## config.mk

```make
export PLATFORM = sky130hd
export DESIGN_NAME = pwm_carrier_shadow
export DESIGN_NICKNAME = d
export VERILOG_FILES = /design/src/rtl/pwm_carrier_shadow.sv
export SDC_FILE = /design/constraint.sdc
export NUM_CORES = 1
export LEC_CHECK = 0
export CORE_MARGIN = 4
export CORE_UTILIZATION = 30
export CTS_BUF_LIST = sky130_fd_sc_hd__clkbuf_16
export DETAILED_ROUTE_END_ITERATION = 6
export PLACE_DENSITY = 0.5
export SLEW_MARGIN = 10
export SYNTH_ARGS = -nofsm -noshare
export SYNTH_HDL_FRONTEND = slang
export SYNTH_SLANG_ARGS = --single-unit
```

## constraint.sdc

```tcl
create_clock -name clk -period 4 [get_ports clk]
set_input_delay 0.8 -clock clk [delete_from_list [all_inputs] [get_ports clk]]
set_output_delay 0.8 -clock clk [all_outputs]
set_load 0.1 [all_outputs]
```

## src/rtl/pwm_carrier_shadow.sv

```systemverilog
// pwm_carrier_shadow: double-buffered up/down/up-down PWM carrier with phase sync and event pulses
module pwm_carrier_shadow #(
  parameter int PWMWIDTH = 16
) (
  input  logic                clk,
  input  logic                rst,
  input  logic                ce,
  input  logic                wr_en,
  input  logic [PWMWIDTH-1:0] countmax,
  input  logic [1:0]          count_mode,
  input  logic [1:0]          syncmode,
  input  logic [1:0]          upd_mode,
  input  logic                sync_in,
  input  logic [PWMWIDTH-1:0] phase,
  input  logic                phase_dir,
  output logic [PWMWIDTH-1:0] carrier,
  output logic                dir,
  output logic                sync,
  output logic                upd_done,
  output logic                pending
);
  localparam logic [PWMWIDTH-1:0] one = PWMWIDTH'(1);
  logic [PWMWIDTH-1:0] sh_max, cmax, nc;
  logic [1:0] sh_mode, sh_sync, mode, smask;
  logic stopped, at_zero, at_max, xfer, nd;
  assign stopped = mode == 2'b00 || cmax == '0;
  assign at_zero = carrier == '0;
  assign at_max = carrier == cmax;
  assign xfer = pending && (upd_mode == 2'b00 || (ce && ((upd_mode[0] && at_zero) || (upd_mode[1] && at_max))));
  // cmax - one is only reached when not stopped, so cmax >= 1 there
  always_comb begin
    nc = carrier;
    nd = dir;
    if (stopped) begin
      nc = '0;
      nd = 1'b0;
    end else if (ce) begin
      if (sync_in) begin
        nc = phase > cmax ? cmax : phase;
        nd = mode == 2'b11 ? phase_dir : mode == 2'b10;
      end else if (mode == 2'b01) begin
        nc = carrier >= cmax ? '0 : carrier + one;
        nd = 1'b0;
      end else if (mode == 2'b10) begin
        nc = (at_zero || carrier > cmax) ? cmax : carrier - one;
        nd = 1'b1;
      end else if (!dir) begin
        nc = carrier >= cmax ? cmax - one : carrier + one;
        nd = carrier >= cmax;
      end else begin
        nc = at_zero ? one : carrier - one;
        nd = !at_zero;
      end
    end
  end
  always_ff @(posedge clk) begin
    if (rst) begin
      sh_max <= '0;
      sh_mode <= '0;
      sh_sync <= '0;
      cmax <= '0;
      mode <= '0;
      smask <= '0;
      carrier <= '0;
      dir <= 1'b0;
      sync <= 1'b0;
      upd_done <= 1'b0;
      pending <= 1'b0;
    end else begin
      if (wr_en) begin
        sh_max <= countmax;
        sh_mode <= count_mode;
        sh_sync <= syncmode;
      end
      if (xfer) begin
        cmax <= sh_max;
        mode <= sh_mode;
        smask <= sh_sync;
      end
      pending <= wr_en || (pending && !xfer);
      upd_done <= xfer;
      carrier <= nc;
      dir <= nd;
      sync <= ce && !stopped && ((at_zero && smask[0]) || (at_max && smask[1]));
    end
  end
endmodule

```

Word level (Yosys, flattened, before mapping). Index checks and enable logic that the tools add are counted.

Add/subtract/negate cells: 3. Order comparisons: 3. Equal/unequal tests: 4. Mux-type cells: 14. Reduce and logical (&&, ||, !) cells: 23.

Operators by type and width (count): $mux W16 (9); $gt A16 B16 Y1 (2); $logic_not A16 Y1 (2); $sub A16 B1 Y16 const B (2); $add A16 B1 Y16 const B (1); $eq A16 B16 Y1 (1); $ge A16 B16 Y1 (1); $logic_and A1 B1 Y1 (9); $logic_or A1 B1 Y1 (6); $mux W1 (5); $eq A2 B2 Y1 const B (2); $logic_not A2 Y1 (2); $logic_not A1 Y1 (3); $eq A2 B1 Y1 const B (1); $reduce_or A2 Y1 (1).

Register bits: 60. Word-level logic and storage cells: 58.

Longest topological paths before layout. Gate-level depths: netlist of the first run.

Depth in word-level cells: 9. Mapped depth: 12. Mapped depth without buffers: 10.

Worst setup path before layout of the first run. No wires, ideal clock.

Kind: reg2reg. Start: register carrier[15]. End: register carrier[4]. Arrival: 3150 ps. Required time: 3883 ps. Setup slack: 733 ps. Cell stages (with the launch flop): 10. Path buffers: 1. Clock period less this slack: 3267 ps. Cell sequence: dfxtp_1 -> ha_1 -> a21oi_1 -> o221ai_2 -> a221o_1 -> a21o_1 -> buf_6 -> mux2_4 -> a211o_1 -> a32o_1.

Longest elaborated chain between the ends: 6. Elaborated cells on any way between the ends: 12. Classes of those cells: 2 x order compare; 8 x mux; 2 x reduce/logical.

RTL lines: from (decl) (RTL line 16) `output logic [PWMWIDTH-1:0] carrier,`; from (signal assigned) (RTL line 82) `carrier <= nc;`; $ge A16 B16 Y1 (tied with other cells) (RTL line 42, 48); $mux W16 (tied with other cells) (RTL line 48) `nc = carrier >= cmax ? cmax - one : carrier + one;`; $mux W16, on equally long branches (RTL line 47, 45); $mux W16 (RTL line 44) `end else if (mode == 2'b10) begin`; $mux W16 * (RTL line 41) `end else if (mode == 2'b01) begin`; $mux W16 * (RTL line 38) `if (sync_in) begin`.

Every way passes the cells marked *; elsewhere a longest branch is shown, timed or not. A chain may end at the register's enable or synchronous reset.

Worst setup path after layout of the first run.
Start: input phase[7]. End: register carrier[2].

Longest elaborated chain between the ends: 3.

RTL lines: from (decl) (RTL line 14) `input logic [PWMWIDTH-1:0] phase,`; $gt A16 B16 Y1 (RTL line 39) `nc = phase > cmax ? cmax : phase;`; $mux W16 (RTL line 39); $mux W16 (RTL line 38).

No other way between the ends.

==> run_results.csv, run 1 <==
group,metric,value,unit
setup_path,startpoint_type,"input pin",
drt,wl_per_cell,20.75,um
flow_run,drv_cap,0,
setup_path,arrival,3.57,ns
drt,firstDrtPassIters,5,
layout,layout-drive-gt1-share,11.57,%
sta,fmax,0.3045,GHz
floorplanning,dieWidth,138.9,um
logic_synthesis,avgSynthCellArea,7.869,sq um
sta,tns,0,ns
logic_synthesis,async_flop_share,0,%
clock_network,cts.sinks,60,
clock_network,cts-root-buf,"clkbuf_16",
clock_network,cts_made_buffers,9,
setup_path,r2r-end,"carrier[1]",
clock_network,hold_buffers,0,
hold_path,whs_endpoint,"upd_done",
setup_path,crit_type,"input pin to register",
setup_path,cp_data_required_time,4.28,ns
drt,vias_per_cell,5.707,
logic_synthesis,synth_most_common_cell,"nor2_1",
setup_path,crit_path_end_kind,"register",
drt,detail_route.wirelength,19630,um
logic_synthesis,ys_seq_elements,60,
setup_path,r2r_setup_slack,0.79,ns
grt,grt_pass1_wl,30510,um
floorplanning,start_util,30.77,%
setup_path,reg2reg_from,"carrier[9]",
sta,worst_slew_pin_slew,0.9798,ns
layout,synthToLayoutAreaGrowth,25.47,%
power,p_total,1.947,mW
layout,fillers,1737,
clock_network,tritoncts,"done",
clock_network,htreeDepth,3,
placement,gp_congestion,0.9537,
layout,multi_input_area,3573,sq um
logic_synthesis,netlist_area,5139,sq um
sta,final_hold_viol_count,0,
hold_path,min_from,"pending",
logic_synthesis,synth_area_leaders,"dfxtp_1 (23%), mux2i_1 (9.5%), ha_1 (9.0%)",
layout,regArea,1201,sq um
floorplanning,coreArea,16700,sq um
setup_path,cp_max_fo,14,
placement,hpwlAfterDp,15050,um
placement,dp_slack,0.4482,ns
grt,antenna_found_initial,0,
grt,grt_usage,19.99,%
logic_synthesis,synth_edf_count,0,
clock_network,clk_pin_slew,0.06,ns
sta,min_period,3.284,ns
layout,fin_nets,802,
setup_path,reg2reg_depth,9,
grt,grt_pass1_vias,5318,
power,leakage,2.704,nW
clock_network,clock_tree.buffer_depth,2,
floorplanning,dieArea,19290,sq um
logic_synthesis,synth_cell_type_count,76,
drt,drc_errors,0,
outcome,status,"finished clean",
sta,fin_skew,0.007770,ns
layout,layout.cells.non_filler,946,
sta,fin_ws,0.7156,ns
floorplanning,die_h,138.9,um
logic_synthesis,syn_nets,734,
grt,grt_max_degree,43,
sta,max-slew-margin-rel,34.48,%
hold_path,holdCritPathClass,"register to register",
sta,rsz0062_at_grt,"no",
logic_synthesis,synth_top_area_share,23.37,%
placement,place_inst,930,
power,power_density,302.0,nW/um^2
floorplanning,rows,47,
drt,vias,5399,
logic_synthesis,ys.flop_type,"dfxtp_1",
grt,overflow,0,
logic_synthesis,yosysSeqAreaShare,23.37,%
placement,io_buffers,63,
logic_synthesis,yosysTopAreaCell,"dfxtp_1",
sta,setup_viol_count_final,0,
layout,fin_area,6447,sq um
logic_synthesis,syn_inst,653,
sta,post-route-period-util,82.11,%
power,ir_worst_vdd,214.0,uV
logic_synthesis,ys_warn_count,0,
floorplanning,io_pins,64,
placement,placed_area,6155,sq um
layout,antenna_cells,0,
clock_network,clk_latency,0.34,ns
clock_network,cts.repair_timing.setup_buffer_count,0,
logic_synthesis,synth.top_cells.by_count,"nor2_1 (73), dfxtp_1 (60), mux2i_1 (49), nand2_1 (49), a21oi_1 (40)",
drt,drtIter0Drc,623,
sta,finalMaxSlewViolations,0,
hold_path,hold_depth,2,
clock_network,cts_resized,0,
drt,ant_nets,0,
[cells by family (layout without fill, tap and decap cells)]
group           count (synthesis)  after routing  share of synthesized area (%)
xor+xnor                       39             39                          6.647
mux                            53             53                          10.49
buf+inv                        88            161                          7.085
fa+ha+maj                      37             37                          9.009
simple gates                  207            207                          19.97
flops                          60             60                          23.37
compound gates                169            169                          23.42
[power breakdown]
group	switching [mW]	internal [mW]
clock	0.302	0.480
combinational	0.295	0.238
sequential	0.0160	0.616
total	0.613	1.33
[cells in the final DEF, fill, tap and decap left out, types with 4 or more instances in the layout]
master           Yosys  final
xor2_1              11     11
nand3_1             16     16
nor2_1              73     73
buf_4                0     46
nand2_1             49     49
xnor2_1             28     28
o221ai_1             6      6
a21oi_1             40     40
o211ai_1             9      9
a21o_1               5      5
dfxtp_1             60     60
nor4_1               6      6
ha_1                37     37
clkdlybuf4s50_1      0     62
nor3_1              24     24
a31oi_1             10     10
a32o_1              10     10
a211oi_1             7      7
inv_1               36     37
and3_1               4      4
mux2i_1             49     49
o21ai_0             18     18
o22ai_1             15     15
nand4_1              8      8
clkbuf_16            0      9
[routing by layer]
layer  track usage [%]  vias up  part of all wire [%]
li1                  -     2539                     -
met1             26.96     2589                    45
met2             31.42      231                    45
met3             4.241       40                   6.6
met4             7.518        0                   3.1
met5                 0        -                     0
[registers in the layout (all words and copies together) (netlist names), 2 cells and up]
name     cells
carrier     16
cmax        16
sh_max      16
mode         2
sh_mode      2
sh_sync      2
smask        2
[area by class of cell]
cell class                 instances  share of cell area, %
clock inverter                     7                  1.048
sequential                        60                  18.63
clock buffer                       9                  3.493
timing repair buffer             108                  14.98
tap                              220                  4.269
inverter                          37                  2.154
multi-input combinational        505                  55.42
[worst max-delay path, cell delays in order]
cell	delay, ns
clkdlybuf4s50_1	0.45
ha_1	0.34
nand4_1	0.13
or2_2	0.45
nor3_1	0.39
buf_4	0.28
nor3_1	0.07
a31oi_1	0.24
a32o_1	0.28
a32o_1	0.14
[per-stage QoR]
step                      util (%)  hold slack [ns]
final                        38.61           0.4864
after global placement       36.85           0.4702
after global routing         38.61           0.5194
after floorplan                  -           0.4596
after CTS                    38.61           0.4911
after detailed placement     36.85           0.4759
[worst max-delay path by stage]
stage | startpoint | end | slack [ns] | cells after the start
after detailed placement | phase[5] | carrier[9] | 0.45 | 10
after CTS | phase[5] | carrier[9] | 0.80 | 10
after floorplan | carrier[15] | carrier[4] | 0.73 | 9
after global placement | phase[0] | carrier[7] | 0.48 | 11
after global routing | phase[5] | carrier[2] | 0.52 | 10
final | phase[7] | carrier[2] | 0.72 | 10
(Power assumes the default switching activity.)
==> run 2, diff against run 1 <==
--- a/config.mk
+++ b/config.mk
@@ -9,7 +9,7 @@
 export CORE_UTILIZATION = 30
 export CTS_BUF_LIST = sky130_fd_sc_hd__clkbuf_16
 export DETAILED_ROUTE_END_ITERATION = 6
-export PLACE_DENSITY = 0.5
+export PLACE_DENSITY = 0.52
 export SLEW_MARGIN = 10
 export SYNTH_ARGS = -nofsm -noshare
 export SYNTH_HDL_FRONTEND = slang
==> constraint.sdc (replaced) <==
create_clock -name clk -period 2.69 [get_ports clk]
set_input_delay 0.538 -clock clk [delete_from_list [all_inputs] [get_ports clk]]
set_output_delay 0.538 -clock clk [all_outputs]
set_load 0.1 [all_outputs]
==> run_results.csv, run 2 (synthesized netlist as in run 1, its figures left out) <==
group,metric,value,unit
floorplanning,coreArea,16700,sq um
drt,vias,5770,
grt,grt_pass1_wl,34580,um
clock_network,cts_made_buffers,9,
layout,fin_util,45.92,%
layout,synthToLayoutAreaGrowth,49.26,%
floorplanning,start_util,30.77,%
setup_path,cp_data_required_time,2.92,ns
clock_network,cts.sinks,60,
clock_network,clk_latency,0.34,ns
setup_path,reg2reg_depth,10,
sta,rsz0062_at_grt,"yes",
grt,grt_max_degree,42,
hold_path,min_from,"sh_max[0]",
power,power_density,398.4,nW/um^2
clock_network,htreeDepth,3,
setup_path,arrival,2.89,ns
clock_network,clock_tree.buffer_depth,2,
setup_path,path_cells,"inv_2 -> ha_4 -> a21oi_2 -> o21a_1 -> o221ai_4 -> a221o_1 -> a21o_4 -> mux2_4 -> a211o_1 -> a32o_1",
floorplanning,dieArea,19290,sq um
placement,gp_congestion,0.9363,
sta,finalMaxSlewViolations,0,
drt,drtIter0Drc,508,
placement,io_buffers,63,
sta,final_hold_viol_count,0,
setup_path,cp_max_fo,4,
drt,vias_per_cell,5.500,
power,ir_worst_vdd,381.2,uV
floorplanning,dieWidth,138.9,um
layout,mostFrequentLayoutCells,"buf_4 (158), nor2_1 (70), mux2i_1 (49)",
sta,setup_viol_count_final,0,
clock_network,clk_pin_slew,0.06,ns
floorplanning,rows,47,
setup_path,crit_type,"register to register",
drt,firstDrtPassIters,5,
hold_path,holdCritPathClass,"register to register",
power,p_total,3.056,mW
drt,drc_errors,0,
layout,layout.cells.non_filler,1049,
outcome,status,"finished clean",
sta,post-route-period-util,98.82,%
layout,antenna_cells,0,
grt,overflow,0,
layout,top_regs,"carrier (16), cmax (16), sh_max (16)",
sta,fin_ws,0.03173,ns
sta,fmax,0.3762,GHz
sta,fin_skew,0.003464,ns
clock_network,cts-root-buf,"clkbuf_16",
floorplanning,die_h,138.9,um
layout,final_common_cell,"buf_4",
setup_path,r2r_setup_slack,0.03,ns
drt,ant_nets,0,
layout,layout-drive-gt1-share,34.38,%
setup_path,crit_path_end_kind,"register",
placement,dp_slack,-0.4875,ns
grt,grt_pass1_vias,5995,
sta,tns,0,ns
drt,detail_route.wirelength,22390,um
drt,wl_per_cell,21.34,um
power,leakage,3.350,nW
setup_path,cp_slowest_stage_delay,0.40,ns
setup_path,startpoint_type,"register",
sta,max-slew-margin-rel,66.63,%
flow_run,drv_cap,0,
layout,fin_nets,905,
grt,antenna_found_initial,0,
grt,grt_usage,22.93,%
clock_network,tritoncts,"done",
hold_path,hold_depth,2,
placement,hpwlAfterDp,17560,um
setup_path,crit_start,"cmax[11]",
setup_path,critical-path-slowest-cell,"a221o_1",
placement,place_inst,1019,
setup_path,timing.critical_path.to,"carrier[4]",
floorplanning,io_pins,64,
setup_path,reg2reg_from,"cmax[11]",
sta,worst_slew_pin_slew,0.4972,ns
setup_path,r2r-end,"carrier[4]",
sta,min_period,2.658,ns
layout,fillers,1703,
clock_network,hold_buffers,0,
==> run 2: cell count changes in the layout (fill, tap and decap cells not counted), sizes merged <==
cell / before / now
clkinv: 4 / 3
inv: 38 / 39
bufinv: 1 / 0
clkdlybuf4s50: 62 / 41
clkinvlp: 1 / 2
dlymetal6s2s: 0 / 2
buf: 46 / 168
==> run 2: worst min path at each step <==
stage	end	slack (ns)
detailed placement	cmax[5]	0.48
finish	cmax[0]	0.49
global placement	cmax[5]	0.47
CTS	cmax[0]	0.50
global route	sh_sync[1]	0.52
floorplan	cmax[0]	0.46
==> run 2: repair_timing <==
item	CTS	global route
setup endpoints to repair	11	36
gates cloned	0	2
setup buffers	6	7
resized for setup	18	62
pin swaps	9	31
==> run 2: layout make-up <==
cell class	count	area [sq um]	area share, %
well taps	220	275.3	3.589
multi-input cells	505	3946	51.45
clock buffers	9	225.2	2.936
flip-flops and latches	60	1267	16.53
repair buffers	211	1772	23.10
inverters	37	141.4	1.843
clock inverters	7	42.54	0.5546
==> run 2: worst max-delay path, delay by kind of cell (launching register included) <==
kind / cells / cell delay [ns]
compound gates: 7 / 1.63
flops: 1 / 0.33
mux: 1 / 0.29
fa+ha+maj: 1 / 0.24
buf+inv: 1 / 0.05
==> run 2: layer usage <==
metal	track usage (%)	part of all wire, %	vias to the layer above
met2	39.27	48	194
met4	6.334	2.3	0
met5	0	0	-
met3	3.966	4.7	40
li1	-	-	2742
met1	29.74	45	2794
==> run 2: report_power, final <==
part	switching [mW]	internal [mW]
clock network	0.456	0.618
logic	0.541	0.523
registers	0.0169	0.901
==> run 2: per-stage QoR <==
| step | hold slack (ns) | instance area, sq um |
|---|---|---|
| 6_report | 0.4944 | 7670 |
| 5_1_grt | 0.5245 | 7670 |
| 4_1_cts | 0.4992 | 7340 |
| 3_5_place_dp | 0.4811 | 6935 |
| 3_3_place_gp | 0.4722 | 6935 |
| 2_1_floorplan | 0.4596 | 5240 |
==> run 3, diff against run 2 <==
--- a/config.mk
+++ b/config.mk
@@ -10,6 +10,8 @@
 export CTS_BUF_LIST = sky130_fd_sc_hd__clkbuf_16
 export DETAILED_ROUTE_END_ITERATION = 6
 export PLACE_DENSITY = 0.52
+export REMOVE_ABC_BUFFERS = 1
+export SETUP_SLACK_MARGIN = 0.02
 export SLEW_MARGIN = 10
 export SYNTH_ARGS = -nofsm -noshare
 export SYNTH_HDL_FRONTEND = slang
==> constraint.sdc (replaced) <==
create_clock -name clk -period 2.69 [get_ports clk]
set_input_delay 0.807 -clock clk [delete_from_list [all_inputs] [get_ports clk]]
set_output_delay 0.807 -clock clk [all_outputs]
set_load 0.1 [all_outputs]
==> run_results.csv, run 3 (synthesized netlist as in run 1, its figures left out) <==
group,metric,value,unit
power,ir_worst_vdd,307.9,uV
clock_network,htreeDepth,3,
sta,rsz0062_at_grt,"yes",
setup_path,cp_max_fo,5,
layout,mostFrequentLayoutCells,"buf_4 (151), nor2_1 (70), dfxtp_1 (54)",
layout,top_regs,"carrier (16), cmax (16), sh_max (16)",
power,leakage,3.397,nW
hold_path,min_from,"sh_max[10]",
drt,vias_per_cell,5.439,
drt,firstDrtPassIters,5,
sta,fin_skew,0.008746,ns
placement,hpwlAfterDp,15750,um
setup_path,reg2reg_from,"cmax[9]",
floorplanning,start_util,30.77,%
drt,drtIter0Drc,468,
floorplanning,coreArea,16700,sq um
drt,detail_route.wirelength,20480,um
sta,fmax,0.3798,GHz
drt,ant_nets,0,
placement,gp_congestion,0.9166,
floorplanning,rows,47,
power,power_density,414.0,nW/um^2
grt,grt_pass1_vias,5682,
sta,final_hold_viol_count,0,
setup_path,r2r_setup_slack,0.06,ns
layout,layout-drive-gt1-share,33.58,%
sta,max-slew-margin-rel,25.74,%
sta,setup_viol_count_final,0,
clock_network,clk_pin_slew,0.06,ns
grt,grt_pass1_wl,31650,um
sta,worst_slew_pin_slew,1.110,ns
drt,drc_errors,0,
floorplanning,io_pins,64,
floorplanning,dieArea,19290,sq um
clock_network,hold_buffers,0,
setup_path,crit_type,"input pin to register",
outcome,status,"finished clean",
layout,synthToLayoutAreaGrowth,50.74,%
sta,finalMaxSlewViolations,0,
grt,overflow,0,
drt,vias,5684,
grt,grt_usage,20.38,%
placement,io_buffers,63,
setup_path,cp_data_required_time,2.91,ns
clock_network,tritoncts,"done",
setup_path,arrival,2.85,ns
hold_path,hold_depth,2,
layout,antenna_cells,0,
hold_path,holdCritPathClass,"register to register",
layout,fin_nets,901,
setup_path,startpoint_type,"input pin",
sta,tns,0,ns
floorplanning,dieWidth,138.9,um
layout,layout.cells.non_filler,1045,
clock_network,clk_latency,0.33,ns
clock_network,clock_tree.buffer_depth,2,
flow_run,drv_cap,0,
hold_path,whs_endpoint,"cmax[10]",
drt,wl_per_cell,19.60,um
floorplanning,die_h,138.9,um
layout,fin_util,46.38,%
layout,final_common_cell,"buf_4",
grt,antenna_found_initial,0,
sta,min_period,2.633,ns
clock_network,cts.sinks,60,
placement,place_inst,1012,
setup_path,crit_path_end_kind,"register",
setup_path,r2r-end,"carrier[1]",
setup_path,reg2reg_depth,11,
grt,grt_max_degree,43,
clock_network,cts-root-buf,"clkbuf_16",
clock_network,cts_made_buffers,9,
sta,post-route-period-util,97.89,%
## run 3: final cells by class
| class | instances | area (sq um) |
|---|---|---|
| inverter | 37 | 138.9 |
| fill | 1644 | 8955 |
| clock buffer | 9 | 225.2 |
| multi-input combinational | 505 | 4051 |
| clock inverter | 7 | 91.34 |
| timing repair buffer | 207 | 1755 |
| tap | 220 | 275.3 |
| sequential | 60 | 1209 |
## run 3: stage by stage
stage          instance area, sq um  power [mW]  setup slack [ns]  hold WS [ns]
2_1_floorplan                  4913       1.427           -0.9287        0.4596
3_3_place_gp                   6773       1.828           -0.6782        0.4727
3_5_place_dp                   6773       1.833           -0.7031        0.4823
4_1_cts                        7386       3.159           0.01602        0.4948
5_1_grt                        7746       3.351          -0.04080        0.5096
6_report                       7746       3.207           0.05684        0.4869
## run 3: metal layers
| metal | global-route usage (%) | vias up | share of wire (%) |
|---|---|---|---|
| li1 | - | 2739 | - |
| met1 | 27.85 | 2683 | 46 |
| met2 | 32.04 | 212 | 46 |
| met3 | 3.172 | 50 | 4.9 |
| met4 | 8.445 | 0 | 3.4 |
| met5 | 0 | - | 0 |
## run 3: report_power, final
| group | internal [mW] | switching [mW] | leakage [nW] | total, mW |
|---|---|---|---|---|
| registers | 0.917 | 0.0169 | 0.491 | 0.934 |
| clock network | 0.809 | 0.440 | 0.161 | 1.25 |
| logic | 0.510 | 0.515 | 2.74 | 1.03 |
## run 3: timing repair
action                                  4_1_cts  5_1_grt
hold endpoints to repair                      0        0
buffers inserted                              7        8
gates resized for setup                      59       69
endpoints found under the setup margin       16       27
cloned                                        3        0
pin swaps                                    40       31
## run 3: worst max path at each step
| stage | end | slack (ns) | cells after the start | from |
|---|---|---|---|---|
| 2_1_floorplan | carrier[4] | -0.93 | 9 | carrier[9] |
| 3_3_place_gp | carrier[5] | -0.68 | 12 | phase[1] |
| 3_5_place_dp | carrier[5] | -0.70 | 12 | phase[7] |
| 4_1_cts | carrier[15] | 0.02 | 10 | cmax[15] |
| 5_1_grt | carrier[1] | -0.04 | 11 | cmax[9] |
| 6_report | carrier[5] | 0.06 | 12 | phase[7] |
## run 3: worst max-delay path: stages
cell and delay, ns:
dlygate4sd2_1 0.29, ha_4 0.28, buf_4 0.10, nand2_1 0.06, o21ai_2 0.21, o21ai_1 0.11
buf_4 0.17, buf_6 0.13, o22ai_2 0.10, nand2_1 0.08, a32o_2 0.26, a32o_2 0.26
